<file path="src/rtl/sdr_init_pkg.sv">
// rtl/sdr_init_pkg.sv - shared states, command codes and sizing helper for the SDRAM init sequencer
package sdr_init_pkg;

  typedef enum logic [3:0] {
    IDLE,
    PWRUP,
    PRE,
    TRP_W,
    AREF,
    TRFC_W,
    MRS,
    TMRD_W,
    EMRS,
    DONE
  } init_state_t;

  // {ras_n, cas_n, we_n}
  localparam logic [2:0] CMD_NOP  = 3'b111;
  localparam logic [2:0] CMD_PRE  = 3'b010;
  localparam logic [2:0] CMD_AREF = 3'b001;
  localparam logic [2:0] CMD_MRS  = 3'b000;

  function automatic int dly_cnt_width(input int pwrup, input int trp,
                                       input int trfc, input int tmrd);
    int m;
    m = pwrup;
    if (trp > m) m = trp;
    if (trfc > m) m = trfc;
    if (tmrd > m) m = tmrd;
    return $clog2(m + 1);
  endfunction

endpackage

</file>
<file path="src/rtl/sdr_init_seq_if.sv">
// rtl/sdr_init_seq_if.sv - SDRAM command/address pin bundle driven by the init sequencer
interface sdr_init_seq_if #(
  parameter int SDR_AW = 12
);
  logic              sdr_cke;
  logic              sdr_cs_n;
  logic              sdr_ras_n;
  logic              sdr_cas_n;
  logic              sdr_we_n;
  logic [1:0]        sdr_ba;
  logic [SDR_AW-1:0] sdr_addr;

  modport master (
    output sdr_cke, sdr_cs_n, sdr_ras_n, sdr_cas_n, sdr_we_n, sdr_ba, sdr_addr
  );

  modport slave (
    input sdr_cke, sdr_cs_n, sdr_ras_n, sdr_cas_n, sdr_we_n, sdr_ba, sdr_addr
  );
endinterface

</file>
<file path="src/rtl/sdr_delay_cnt.sv">
// rtl/sdr_delay_cnt.sv - loadable down-counter with zero flag, saturating at zero
module sdr_delay_cnt #(
  parameter int W = 4
) (
  input  logic         clk,
  input  logic         rst_n,
  input  logic         load_i,
  input  logic [W-1:0] load_val_i,
  output logic         zero_o
);

  logic [W-1:0] cnt_q, cnt_d;

  always_comb begin
    cnt_d = cnt_q;
    if (load_i) begin
      cnt_d = load_val_i;
    end else if (cnt_q != '0) begin
      cnt_d = cnt_q - 1'b1;
    end
  end

  always_ff @(posedge clk or negedge rst_n) begin
    if (!rst_n) begin
      cnt_q <= '0;
    end else begin
      cnt_q <= cnt_d;
    end
  end

  assign zero_o = (cnt_q == '0);

endmodule

</file>
<file path="src/rtl/sdr_init_seq.sv">
// rtl/sdr_init_seq.sv - JEDEC SDRAM power-up sequencer (NOP hold, PRE-ALL, AREFs, MRS)
// Optional extended mode register load after MRS: define SDR_INIT_EMRS_EN.
module sdr_init_seq
  import sdr_init_pkg::*;
#(
  parameter int PWRUP_CYCLES = 600,
  parameter int TRP          = 3,
  parameter int TRFC         = 7,
  parameter int TMRD         = 2,
  parameter int NUM_AREF     = 2,
  parameter int SDR_AW       = 12
) (
  input  logic              sdram_clk,
  input  logic              sdram_resetn,
  input  logic              cfg_sdr_en,
  input  logic [SDR_AW-1:0] cfg_mode_reg,
`ifdef SDR_INIT_EMRS_EN
  input  logic [SDR_AW-1:0] cfg_ext_mode_reg,
`endif
  sdr_init_seq_if.master    pins,
  output logic              init_busy,
  output logic              init_done
);

  localparam int CW = dly_cnt_width(PWRUP_CYCLES, TRP, TRFC, TMRD);
  localparam int AW = $clog2(NUM_AREF + 1);

  localparam logic [CW-1:0] PWRUP_LD  = CW'(PWRUP_CYCLES - 1);
  localparam logic [CW-1:0] TRP_LD    = CW'(TRP - 1);
  localparam logic [CW-1:0] TRFC_LD   = CW'(TRFC - 1);
  localparam logic [CW-1:0] TMRD_LD   = CW'(TMRD - 1);
  localparam logic [AW-1:0] AREF_LAST = AW'(NUM_AREF);

  init_state_t       state_q, state_d;
  logic [AW-1:0]     aref_cnt_q, aref_cnt_d;
  logic              dly_load;
  logic [CW-1:0]     dly_ld_val;
  logic              dly_zero;
  init_state_t       after_mrs;

  logic              cke_q, cke_d;
  logic              cs_n_q, cs_n_d;
  logic [2:0]        cmd_q, cmd_d;
  logic [1:0]        ba_q, ba_d;
  logic [SDR_AW-1:0] addr_q, addr_d;
  logic              busy_q, busy_d;
  logic              done_q, done_d;

`ifdef SDR_INIT_EMRS_EN
  logic ext_done_q, ext_done_d;
  assign after_mrs = ext_done_q ? DONE : EMRS;
`else
  assign after_mrs = DONE;
`endif

  sdr_delay_cnt #(.W(CW)) u_dly (
    .clk        (sdram_clk),
    .rst_n      (sdram_resetn),
    .load_i     (dly_load),
    .load_val_i (dly_ld_val),
    .zero_o     (dly_zero)
  );

  // The delay counter is loaded on entry to each command state, so the command
  // state itself counts as the first cycle of its spacing; delay 1 skips the wait.
  always_comb begin
    state_d    = state_q;
    aref_cnt_d = aref_cnt_q;
    dly_load   = 1'b0;
    dly_ld_val = '0;
`ifdef SDR_INIT_EMRS_EN
    ext_done_d = ext_done_q;
`endif

    case (state_q)
      IDLE:          if (cfg_sdr_en) state_d = PWRUP;
      PWRUP:         if (dly_zero) state_d = PRE;
      PRE, TRP_W:    state_d = dly_zero ? AREF : TRP_W;
      AREF, TRFC_W: begin
        if (!dly_zero)                    state_d = TRFC_W;
        else if (aref_cnt_q < AREF_LAST)  state_d = AREF;
        else                              state_d = MRS;
      end
      MRS, TMRD_W:   state_d = dly_zero ? after_mrs : TMRD_W;
`ifdef SDR_INIT_EMRS_EN
      EMRS:          state_d = dly_zero ? DONE : TMRD_W;
`endif
      DONE:          state_d = DONE;
      default:       state_d = IDLE;
    endcase

    cke_d  = (state_d != IDLE);
    cs_n_d = (state_d == IDLE);
    cmd_d  = CMD_NOP;
    ba_d   = 2'b00;
    addr_d = '0;
    busy_d = (state_d != IDLE) && (state_d != DONE);
    done_d = (state_d == DONE);

    case (state_d)
      PWRUP: begin
        if (state_q == IDLE) begin
          dly_load   = 1'b1;
          dly_ld_val = PWRUP_LD;
        end
      end
      PRE: begin
        dly_load   = 1'b1;
        dly_ld_val = TRP_LD;
        cmd_d      = CMD_PRE;
        addr_d[10] = 1'b1;
      end
      AREF: begin
        dly_load   = 1'b1;
        dly_ld_val = TRFC_LD;
        cmd_d      = CMD_AREF;
        if (aref_cnt_q != AREF_LAST) aref_cnt_d = aref_cnt_q + 1'b1;
      end
      MRS: begin
        dly_load   = 1'b1;
        dly_ld_val = TMRD_LD;
        cmd_d      = CMD_MRS;
        addr_d     = cfg_mode_reg;
      end
`ifdef SDR_INIT_EMRS_EN
      EMRS: begin
        dly_load   = 1'b1;
        dly_ld_val = TMRD_LD;
        cmd_d      = CMD_MRS;
        ba_d       = 2'b01;
        addr_d     = cfg_ext_mode_reg;
        ext_done_d = 1'b1;
      end
`endif
      default: ;
    endcase
  end

  always_ff @(posedge sdram_clk or negedge sdram_resetn) begin
    if (!sdram_resetn) begin
      state_q    <= IDLE;
      aref_cnt_q <= '0;
`ifdef SDR_INIT_EMRS_EN
      ext_done_q <= 1'b0;
`endif
      cke_q      <= 1'b0;
      cs_n_q     <= 1'b1;
      cmd_q      <= CMD_NOP;
      ba_q       <= 2'b00;
      addr_q     <= '0;
      busy_q     <= 1'b0;
      done_q     <= 1'b0;
    end else begin
      state_q    <= state_d;
      aref_cnt_q <= aref_cnt_d;
`ifdef SDR_INIT_EMRS_EN
      ext_done_q <= ext_done_d;
`endif
      cke_q      <= cke_d;
      cs_n_q     <= cs_n_d;
      cmd_q      <= cmd_d;
      ba_q       <= ba_d;
      addr_q     <= addr_d;
      busy_q     <= busy_d;
      done_q     <= done_d;
    end
  end

  assign pins.sdr_cke   = cke_q;
  assign pins.sdr_cs_n  = cs_n_q;
  assign pins.sdr_ras_n = cmd_q[2];
  assign pins.sdr_cas_n = cmd_q[1];
  assign pins.sdr_we_n  = cmd_q[0];
  assign pins.sdr_ba    = ba_q;
  assign pins.sdr_addr  = addr_q;
  assign init_busy      = busy_q;
  assign init_done      = done_q;

endmodule

</file>
<file path="src/flat_wrapper.sv">
// flat-port wrapper written by rule: the top's interface ports become plain ports
module sdr_init_seq_flat import sdr_init_pkg::*;
#(
  parameter int PWRUP_CYCLES = 600,
  parameter int TRP          = 3,
  parameter int TRFC         = 7,
  parameter int TMRD         = 2,
  parameter int NUM_AREF     = 2,
  parameter int SDR_AW       = 12
)
  (sdram_clk, sdram_resetn, cfg_sdr_en, cfg_mode_reg, init_busy, init_done, pins_sdr_cke, pins_sdr_cs_n, pins_sdr_ras_n, pins_sdr_cas_n, pins_sdr_we_n, pins_sdr_ba, pins_sdr_addr);
  sdr_init_seq_if #(.SDR_AW(SDR_AW)) pins_i ();
  input  logic sdram_clk;
  input  logic sdram_resetn;
  input  logic cfg_sdr_en;
  input  logic [SDR_AW-1:0] cfg_mode_reg;
  output logic init_busy;
  output logic init_done;
  output wire logic [$bits(pins_i.sdr_cke)-1:0] pins_sdr_cke;
  output wire logic [$bits(pins_i.sdr_cs_n)-1:0] pins_sdr_cs_n;
  output wire logic [$bits(pins_i.sdr_ras_n)-1:0] pins_sdr_ras_n;
  output wire logic [$bits(pins_i.sdr_cas_n)-1:0] pins_sdr_cas_n;
  output wire logic [$bits(pins_i.sdr_we_n)-1:0] pins_sdr_we_n;
  output wire logic [$bits(pins_i.sdr_ba)-1:0] pins_sdr_ba;
  output wire logic [$bits(pins_i.sdr_addr)-1:0] pins_sdr_addr;
  assign pins_sdr_cke = pins_i.sdr_cke;
  assign pins_sdr_cs_n = pins_i.sdr_cs_n;
  assign pins_sdr_ras_n = pins_i.sdr_ras_n;
  assign pins_sdr_cas_n = pins_i.sdr_cas_n;
  assign pins_sdr_we_n = pins_i.sdr_we_n;
  assign pins_sdr_ba = pins_i.sdr_ba;
  assign pins_sdr_addr = pins_i.sdr_addr;
  sdr_init_seq #(.PWRUP_CYCLES(PWRUP_CYCLES), .TRP(TRP), .TRFC(TRFC), .TMRD(TMRD), .NUM_AREF(NUM_AREF), .SDR_AW(SDR_AW)) u_core (.sdram_clk(sdram_clk), .sdram_resetn(sdram_resetn), .cfg_sdr_en(cfg_sdr_en), .cfg_mode_reg(cfg_mode_reg), .pins(pins_i), .init_busy(init_busy), .init_done(init_done));
endmodule
</file>
<file path="config.mk">
export PLATFORM = sky130hd
export DESIGN_NAME = sdr_init_seq_flat
export DESIGN_NICKNAME = d
export VERILOG_FILES = /design/src/rtl/sdr_init_pkg.sv /design/src/rtl/sdr_init_seq_if.sv /design/src/rtl/sdr_delay_cnt.sv /design/src/rtl/sdr_init_seq.sv /design/src/flat_wrapper.sv
export SDC_FILE = /design/constraint.sdc
export NUM_CORES = 1
export LEC_CHECK = 0
export ABC_CLOCK_PERIOD_IN_PS = 2000
export BUFFER_PORTS_ARGS = -buffer_cell sky130_fd_sc_hd__buf_2
export CAP_MARGIN = 20
export CORE_ASPECT_RATIO = 1.4
export CORE_MARGIN = 2
export CORE_UTILIZATION = 45
export DETAILED_ROUTE_END_ITERATION = 8
export PLACE_DENSITY = 0.75
export SLEW_MARGIN = 20
export SYNTH_ARGS = -nofsm -noshare
export SYNTH_HDL_FRONTEND = slang
export SYNTH_SLANG_ARGS = --single-unit
</file>
<file path="constraint.sdc">
create_clock -name sdram_clk -period 2 [get_ports sdram_clk]
set_input_delay 0.5 -clock sdram_clk [delete_from_list [all_inputs] [get_ports sdram_clk]]
set_output_delay 0.5 -clock sdram_clk [all_outputs]
set_load 0.01 [all_outputs]
</file>
==> results of run 1 <==
==> power groups by stage <==
stage          logic [W]  clock network, W  registers, W
2_1_floorplan   0.000405                 0      0.000984
3_5_place_dp    0.000590                 0      0.000983
6_report        0.000599          0.000514      0.000976
4_1_cts         0.000593          0.000527      0.000971
3_3_place_gp    0.000574                 0      0.000975
5_1_grt         0.000690          0.000569       0.00100
==> kinds of logic after synthesis <==
family	after synthesis	share of synthesized area (%)
compound gates	26	10.0
xor+xnor	8	4.22
fa+ha+maj	3	2.19
buf+inv	17	5.20
flops	35	53.1
mux	1	0.603
other cells	1	0.226
simple gates	68	24.5
==> final cells by class <==
| class | instances | share of cell area, % |
|---|---|---|
| inverter | 8 | 1.49 |
| multi-input combinational | 108 | 35.0 |
| clock buffer | 7 | 4.27 |
| tap | 42 | 2.60 |
| timing repair buffer | 44 | 12.9 |
| clock inverter | 1 | 0.248 |
| sequential | 35 | 43.6 |
==> layer usage <==
| layer | GRT usage (%) | vias to the layer above |
|---|---|---|
| li1 | - | 609 |
| met4 | 8.40 | 0 |
| met5 | 0 | - |
| met3 | 5.09 | 7 |
| met2 | 30.2 | 27 |
| met1 | 19.0 | 584 |
==> cells in the final DEF (no fill, tap or decap), types with 2 or more instances in the layout <==
cell / count
xnor2_1: 3
or3_1: 3
nand2_1: 12
nor2b_1: 3
o31ai_1: 4
nor3_1: 6
xor2_1: 5
a21oi_1: 10
nor2_1: 15
dfstp_2: 4
and2_1: 11
buf_2: 33
conb_1: 2
buf_4: 10
nor4_4: 2
nand2b_1: 2
ha_1: 2
nand3_1: 4
dfrtp_1: 31
o21ai_0: 4
clkbuf_8: 6
inv_1: 8
nor2_2: 2
==> sequential cells by signal, summed over array words and instances, names as in the netlist <==
register	count
u_core.init_done	1
u_core.aref_cnt_q	2
u_core.state_q	4
u_core.pins.sdr_addr	12
u_core.cmd_q	3
u_core.pins.sdr_cs_n	1
u_core.pins.sdr_cke	1
u_core.u_dly.cnt_q	10
u_core.init_busy	1
==> path summary, 6_finish.rpt <==
path | slack [ns] | depth (start not counted) | endpoint
worst max-delay path | 0.15 | 5 | u_core.u_dly.cnt_q[2]$_DFFE_PN0P_
worst min-delay path | 0.17 | 2 | u_core.pins.sdr_addr[2]$_DFF_PN0_
worst max register to register | 0.15 | 5 | u_core.u_dly.cnt_q[2]$_DFFE_PN0P_
worst min register to register | 0.55 | 2 | u_core.aref_cnt_q[0]$_DFFE_PN0P_
max in group asynchronous | 1.58 | 2 | u_core.cmd_q[2]$_DFF_PN1_
min in group sdram_clk | 0.42 | 2 | u_core.pins.sdr_addr[9]$_DFF_PN0_
==> synthesized netlist by cell type, types with 2 or more instances <==
cell / n / area, µm²
inv_1: 8 / 30.0
nor4_4: 2 / 42.5
nor2_1: 16 / 60.1
nand2_1: 12 / 45.0
or3_1: 3 / 18.8
buf_4: 3 / 22.5
xnor2_1: 3 / 26.3
nand2b_1: 2 / 12.5
dfrtp_1: 31 / 776
a21oi_1: 10 / 50.1
xor2_1: 5 / 43.8
and2_1: 11 / 68.8
nor3_1: 6 / 30.0
ha_1: 2 / 25.0
nor2b_1: 4 / 25.0
nand3_1: 4 / 20.0
o31ai_1: 4 / 30.0
dfstp_2: 4 / 105
o21ai_0: 4 / 20.0
buf_2: 2 / 10.0
==> repair_timing <==
item,4_1_cts,5_1_grt
resized for setup,0,3
hold buffers,0,0
setup endpoints to repair,0,9
setup buffers,0,0
==> stage by stage <==
stage          hold WS [ns]  instance area [µm²]  utilization (%)   TNS, ns  cells
2_1_floorplan         0.204                 1660                -         0    160
3_3_place_gp          0.473                 1920             53.7         0    237
5_1_grt               0.171                 2020             56.5  -0.00641    245
3_5_place_dp          0.477                 1920             53.7         0    237
4_1_cts               0.169                 2010             56.2         0    245
6_report              0.168                 2020             56.5         0    245
==> flow_summary.ini, run 1 <==
[sta]
drv_slew = 0
hold_violations = 0
fin_crit_sh_pct = 92.4
setup_violations = 0
max_freq_ghz = 0.541
period_needed_ns = 1.85
worst_slack_ns = 0.151
finClkSkew_ns = 0.00655
rsz0062_at_grt = true

[power]
p_seq_share_pct = 46.7
sw_frac_of_total_pct = 32.8
p_int_w = 0.00140
p_leak_nw = 0.987
p_comb_share_pct = 28.7
power.total_w = 0.00209
power-per-cell-area_nw_per_um2 = 1030
p_clk_share_pct = 24.6
ir_drop_v = 0.000696
p_switching_w = 0.000686

[worst_setup_path]
max_stage_delay_ns = 0.55
cp_top_family = simple AND/OR/NAND/NOR gates
critPathBufInv = 0
r2r-start = u_core.u_dly.cnt_q[6]$_DFFE_PN0P_
end_kind = register
critPathArrivalTime_ns = 2.00
crit_path_start_kind = register
cp.required_ns = 2.15
crit_type = reg2reg
cp-startpoint = u_core.u_dly.cnt_q[6]$_DFFE_PN0P_
cp_cell_sequence = nor4_4 -> nand4b_4 -> or4_4 -> o21ai_2 -> a21oi_1
critPathSlowestCell = or4_4
crit_fanout = 8

[clock_tree]
cts_root_buf = clkbuf_8
clk_path_buf_depth = 2
path_clk_slew_ns = 0.07
cts_buffers = 5
cts.sink_count = 35
cts_tree = built
htree_levels = 2
clock_latency_ns = 0.28

[global_routing]
grt_max_degree = 36
grt_pass1_vias = 1266
grt_overflow = 0
grt_pass1_wl_um = 5520
antenna_found_initial = 0
grt_usage_pct = 17.0

[yosys]
synthFlopType = dfrtp_1
synth_edf_count = 0
yosys_warnings = 0
ys_ff_latch = 35
synthCells = 159
syn_area_um2 = 1660
ys_seq_area_share_pct = 53.1
synth_cell_type_count = 43
async_flop_share_pct = 100
avgSynthCellArea_um2 = 10.4

[routing]
top_layer = met4
first_pass_iters = 4
routedWlPerCell_um = 12.9
initialDrtViolationCount = 16
dr_wl_met3_um = 127
num_vias = 1227
route.met2.wl_um = 1720
wirelength_um = 3160
ant_nets = 0
route.detailed.drc = 0
viasPerCell = 5.01
drt-met1-wl_um = 1280

[final_layout]
area_delta_synth_final_pct = 21.8
fillers = 328
ff_latch_area_um2 = 881
multiInputGateArea_um2 = 707
drive_above_1_share_pct = 34.0
nNetsFinal = 219
diodes = 0

[worst_hold_path]
hp-class = in2async

[floorplanning]
fp.dieArea_um2 = 4200
coreArea_um2 = 3580
ios = 36
die-width_um = 55.3
num_rows = 26
initial_core_util_pct = 46.4
fp.dieH_um = 75.9

[placement]
place.gp.congestion = 0.864
hpwl_um = 2360
dp_slack_ns = 0.0687
numPortBuffers = 33

[job]
maxCapViolCount = 0

[outcome]
status = finished clean
Power figures use the tool's default switching activity.
==> run 2: changes to the inputs <==
--- a/config.mk
+++ b/config.mk
@@ -10,9 +10,9 @@
 export CAP_MARGIN = 20
 export CORE_ASPECT_RATIO = 1.4
 export CORE_MARGIN = 2
-export CORE_UTILIZATION = 45
+export CORE_UTILIZATION = 48
 export DETAILED_ROUTE_END_ITERATION = 8
-export PLACE_DENSITY = 0.75
+export PLACE_DENSITY = 0.79
 export SLEW_MARGIN = 20
 export SYNTH_ARGS = -nofsm -noshare
 export SYNTH_HDL_FRONTEND = slang
==> run 2 against run 1 <==
Compared with the run above:
- core utilization grew 3.8 points
- final cell count shrank 0.41%
- global-route usage grew 1.1 points
- via count grew 1.2%
- total power grew 0.69%
- fmax shrank 4.1%
- largest power group unchanged
- highest routed layer unchanged
==> flow_summary.ini, run 2 (synthesized netlist as in run 1, its figures left out) <==
[outcome]
status = finished clean

[clock_tree]
htree_levels = 2
clock_latency_ns = 0.29
cts_buffers = 5
cts_root_buf = clkbuf_8
clk_path_buf_depth = 2
path_clk_slew_ns = 0.07
cts_tree = built
cts.sink_count = 35

[placement]
place.gp.congestion = 0.812
numPortBuffers = 33
dpl_cell_area_um2 = 1890
hpwl_um = 2310
dp_slack_ns = -0.0234

[final_layout]
area_delta_synth_final_pct = 21.5
diodes = 0
mostFrequentLayoutCells = 33 x buf_2, 30 x dfrtp_1, 15 x nor2_1
nNetsFinal = 220
final_common_cell = buf_2
design_area_um2 = 2020
drive_above_1_share_pct = 34.8
largest_reg_flops = 12
fillers = 288

[global_routing]
grt_max_degree = 36
grt_overflow = 0
grt_pass1_wl_um = 5060
antenna_found_initial = 0
grt_pass1_vias = 1149
grt_usage_pct = 18.1

[power]
p_comb_share_pct = 29.8
p_seq_share_pct = 47.0
p_clk_share_pct = 23.2
p_int_w = 0.00138
sw_frac_of_total_pct = 34.6
ir_drop_v = 0.000669
power-per-cell-area_nw_per_um2 = 1040
p_switching_w = 0.000728
p_leak_nw = 0.988

[worst_setup_path]
critPathArrivalTime_ns = 2.11
crit_fanout = 6
crit_type = reg2reg
cp.required_ns = 2.18
crit_path_start_kind = register
end_kind = register

[routing]
route.detailed.drc = 0
initialDrtViolationCount = 25
wirelength_um = 3310
ant_nets = 0
first_pass_iters = 4
routedWlPerCell_um = 13.6
viasPerCell = 5.09
num_vias = 1242

[floorplanning]
fp.dieArea_um2 = 3950
coreArea_um2 = 3350
ios = 36
die-width_um = 53.7
num_rows = 25
fp.dieH_um = 73.6
initial_core_util_pct = 49.6

[sta]
rsz0062_at_grt = false
period_needed_ns = 1.93
drv_slew = 0
max_freq_ghz = 0.519
setup_violations = 0
worst_slack_ns = 0.0721
finClkSkew_ns = 0.00375
fin_crit_sh_pct = 96.4
slew_headroom_pct = 64.1
tightest_slew_ns = 0.539
tns_ns = 0
hold_violations = 0

[job]
maxCapViolCount = 0

[worst_hold_path]
hp-class = in2async
-- run 2: changes by cell type in the layout (fill, tap and decap cells not counted), sizes merged --
cell,before,now
clkbuf,7,6
clkinvlp,0,1
nand4b,1,2
-- run 2: worst paths after layout --
| kind | depth (start not counted) | to | slack (ns) | from |
|---|---|---|---|---|
| worst max register to register | 5 | u_core.state_q[0]$_DFF_PN0_ | 0.07 | u_core.u_dly.cnt_q[3]$_DFFE_PN0P_ |
| max in group asynchronous | 2 | u_core.cmd_q[0]$_DFF_PN1_ | 1.43 | sdram_resetn |
| worst min register to register | 2 | u_core.aref_cnt_q[0]$_DFFE_PN0P_ | 0.53 | u_core.aref_cnt_q[0]$_DFFE_PN0P_ |
| min in group sdram_clk | 2 | u_core.pins.sdr_addr[6]$_DFF_PN0_ | 0.41 | cfg_mode_reg[6] |
| worst max-delay path | 5 | u_core.state_q[0]$_DFF_PN0_ | 0.07 | u_core.u_dly.cnt_q[3]$_DFFE_PN0P_ |
| worst min-delay path | 2 | u_core.pins.sdr_addr[0]$_DFF_PN0_ | 0.23 | sdram_resetn |
-- run 2: stage by stage --
stage | hold slack [ns] | util, % | total power (W) | instances
2_1_floorplan | 0.204 | - | 0.00139 | 160
3_3_place_gp | 0.524 | 56.5 | 0.00156 | 233
3_5_place_dp | 0.524 | 56.5 | 0.00158 | 233
4_1_cts | 0.244 | 59.1 | 0.00208 | 241
5_1_grt | 0.266 | 60.3 | 0.00223 | 244
6_report | 0.230 | 60.3 | 0.00210 | 244
-- run 2: power by group through the flow --
stage,logic (W),registers (W),clock network [W]
floorplan,0.000405,0.000984,0
CTS,0.000598,0.000980,0.000500
finish,0.000627,0.000988,0.000488
global route,0.000697,0.00100,0.000533
detailed placement,0.000591,0.000990,0
global placement,0.000578,0.000977,0
-- run 2: area by class of cell --
| cell class | count | area [µm²] | area share, % |
|---|---|---|---|
| repair buffers | 44 | 248 | 12.3 |
| well taps | 40 | 50.0 | 2.48 |
| inverters | 8 | 30.0 | 1.49 |
| multi-input cells | 109 | 722 | 35.8 |
| clock inverters | 2 | 12.5 | 0.620 |
| clock buffers | 6 | 72.6 | 3.60 |
| flip-flops and latches | 35 | 882 | 43.7 |
-- run 2: critical path: stages, from the launching register on --
cell and delay [ns]:
dfrtp_2 0.45, nor4_4 0.45, nand4b_4 0.23, buf_4 0.22, maj3_2 0.30, a21o_1 0.17
-- run 2: repair_timing --
item	CTS	global route
gates resized for setup	1	3
setup buffers	0	2
setup endpoints to repair	6	6
pin swaps	0	3
cloned	0	1
hold buffers	0	0
-- run 2: layer usage --
| layer | routed length (µm) | track usage (%) | up-vias | share of wire (%) |
|---|---|---|---|---|
| met5 | 0 | 0 | - | 0 |
| met4 | 67 | 9.40 | 0 | 2.0 |
| met3 | 135 | 5.49 | 6 | 4.1 |
| met2 | 1830 | 32.7 | 28 | 55 |
| met1 | 1280 | 17.9 | 584 | 39 |
| li1 | - | - | 624 | - |
==> run 3: changes to the inputs <==
--- a/config.mk
+++ b/config.mk
@@ -10,9 +10,9 @@
 export CAP_MARGIN = 20
 export CORE_ASPECT_RATIO = 1.4
 export CORE_MARGIN = 2
-export CORE_UTILIZATION = 48
+export CORE_UTILIZATION = 50
 export DETAILED_ROUTE_END_ITERATION = 8
-export PLACE_DENSITY = 0.79
+export PLACE_DENSITY = 0.81
 export SLEW_MARGIN = 20
 export SYNTH_ARGS = -nofsm -noshare
 export SYNTH_HDL_FRONTEND = slang
==> constraint.sdc (replaced) <==
create_clock -name sdram_clk -period 2 [get_ports sdram_clk]
set_input_delay 0.5 -clock sdram_clk [delete_from_list [all_inputs] [get_ports sdram_clk]]
set_output_delay 0.5 -clock sdram_clk [all_outputs]
set_load 0.005 [all_outputs]
==> run 3 against run 2 <==
Compared with the run above:
- wire length down 4.3%
- cell area down 1.4%
- non-clock buffer count down 5
- critical path type unchanged
- sequential power about the same
- sequential share of layout area up 0.54 points
- combinational power down 10%
==> flow_summary.ini, run 3 (synthesized netlist as in run 1, its figures left out) <==
[outcome]
status = finished clean

[placement]
place.gp.congestion = 0.814
hpwl_um = 2340
numPortBuffers = 33

[global_routing]
antenna_found_initial = 0
grt_pass1_vias = 1231
grt_pass1_wl_um = 5390
grt_usage_pct = 19.5
grt_overflow = 0
grt_max_degree = 36

[sta]
tns_ns = 0
hold_slack_ns = 0.273
max_freq_ghz = 0.518
fin_crit_sh_pct = 96.5
setup_violations = 0
hold_violations = 0
drv_slew = 0
rsz0062_at_grt = false
slew_headroom_pct = 50.0
tightest_slew_ns = 0.750
period_needed_ns = 1.93
finClkSkew_ns = 0.00441

[final_layout]
diodes = 0
nNetsFinal = 214
final_common_cell = buf_2
multiInputGateArea_um2 = 702
mostFrequentLayoutCells = 33 x buf_2, 31 x dfrtp_1, 15 x nor2_1
ff_latch_area_um2 = 881
area_delta_synth_final_pct = 19.8
fillers = 244
drive_above_1_share_pct = 32.8
largest_reg_flops = 12

[floorplanning]
initial_core_util_pct = 52.7
ios = 36
num_rows = 24
fp.dieH_um = 72.2
coreArea_um2 = 3150
die-width_um = 52.7
fp.dieArea_um2 = 3800

[power]
power-per-cell-area_nw_per_um2 = 1100
ir_drop_v = 0.000700
p_seq_share_pct = 44.9
p_int_w = 0.00151
sw_frac_of_total_pct = 31.5
p_switching_w = 0.000692
p_leak_nw = 0.970
p_comb_share_pct = 25.6
p_clk_share_pct = 29.4

[routing]
initialDrtViolationCount = 23
num_vias = 1233
first_pass_iters = 4
routedWlPerCell_um = 13.4
wirelength_um = 3170
viasPerCell = 5.20
ant_nets = 0
route.detailed.drc = 0

[worst_setup_path]
cp.required_ns = 2.18
crit_fanout = 14
critPathArrivalTime_ns = 2.11
crit_path_start_kind = register
crit_type = reg2reg
end_kind = register

[clock_tree]
cts_tree = built
cts_buffers = 5
cts.sink_count = 35
clk_path_buf_depth = 2
cts_root_buf = clkbuf_8
htree_levels = 2
path_clk_slew_ns = 0.07
clock_latency_ns = 0.29

[job]
maxCapViolCount = 0

[worst_hold_path]
hp-class = in2async
-- run 3: critical path, stage by stage, from the launching register on --
cell and delay [ns]:
dfrtp_1 0.47, nor4_4 0.43, nand4b_4 0.20, buf_4 0.23, maj3_2 0.31, a21o_1 0.18
-- run 3: final cells by class --
cell class	instances	share of cell area [%]
Sequential cell	35	44.3
Multi-Input combinational cell	108	35.3
Timing Repair Buffer	39	10.6
Clock buffer	6	4.15
Tap cell	39	2.45
Clock inverter	2	1.76
Inverter	8	1.51
-- run 3: power by group through the flow --
stage | Clock [W] | Sequential (W) | Combinational (W)
floorplan | 0 | 0.000974 | 0.000404
global placement | 0 | 0.000981 | 0.000536
detailed placement | 0 | 0.000994 | 0.000560
CTS | 0.000661 | 0.000983 | 0.000561
global route | 0.000697 | 0.00101 | 0.000643
finish | 0.000647 | 0.000987 | 0.000563
-- run 3: worst paths after layout --
kind                                                   start                                  to  slack, ns  depth (start not counted)
min in group sdram_clk                      cfg_mode_reg[11]  u_core.pins.sdr_addr[11]$_DFF_PN0_       0.41                          2
max in group asynchronous                       sdram_resetn   u_core.u_dly.cnt_q[0]$_DFFE_PN0P_       1.25                          1
max reg2reg                u_core.u_dly.cnt_q[3]$_DFFE_PN0P_         u_core.state_q[0]$_DFF_PN0_       0.07                          5
min                                             sdram_resetn   u_core.pins.sdr_addr[2]$_DFF_PN0_       0.27                          1
max                        u_core.u_dly.cnt_q[3]$_DFFE_PN0P_         u_core.state_q[0]$_DFF_PN0_       0.07                          5
min reg2reg                 u_core.aref_cnt_q[0]$_DFFE_PN0P_    u_core.aref_cnt_q[0]$_DFFE_PN0P_       0.54                          2
-- run 3: layer usage --
metal  wire, µm  up-vias  GRT usage (%)
li1           -      600              -
met5          0        -              0
met2       1650       36           32.4
met3        179        8           5.76
met4         81        0           9.40
met1       1260      589           22.5
-- run 3: through the flow --
step                      utilization, %  worst slack [ns]  total power (W)  cells  instance area (µm²)
after floorplan                        -             0.158          0.00138    160                 1660
after global placement              59.0            0.0870          0.00152    228                 1860
after detailed placement            59.0            0.0361          0.00155    228                 1860
after CTS                           62.7            0.0283          0.00221    236                 1980
after global routing                63.1           0.00331          0.00235    237                 1990
final                               63.1            0.0696          0.00220    237                 1990
-- run 3: timing repair --
item	in CTS	in global routing
endpoints found under the setup margin	0	10
resized for setup	0	2
hold buffers	0	0
setup buffers	0	1
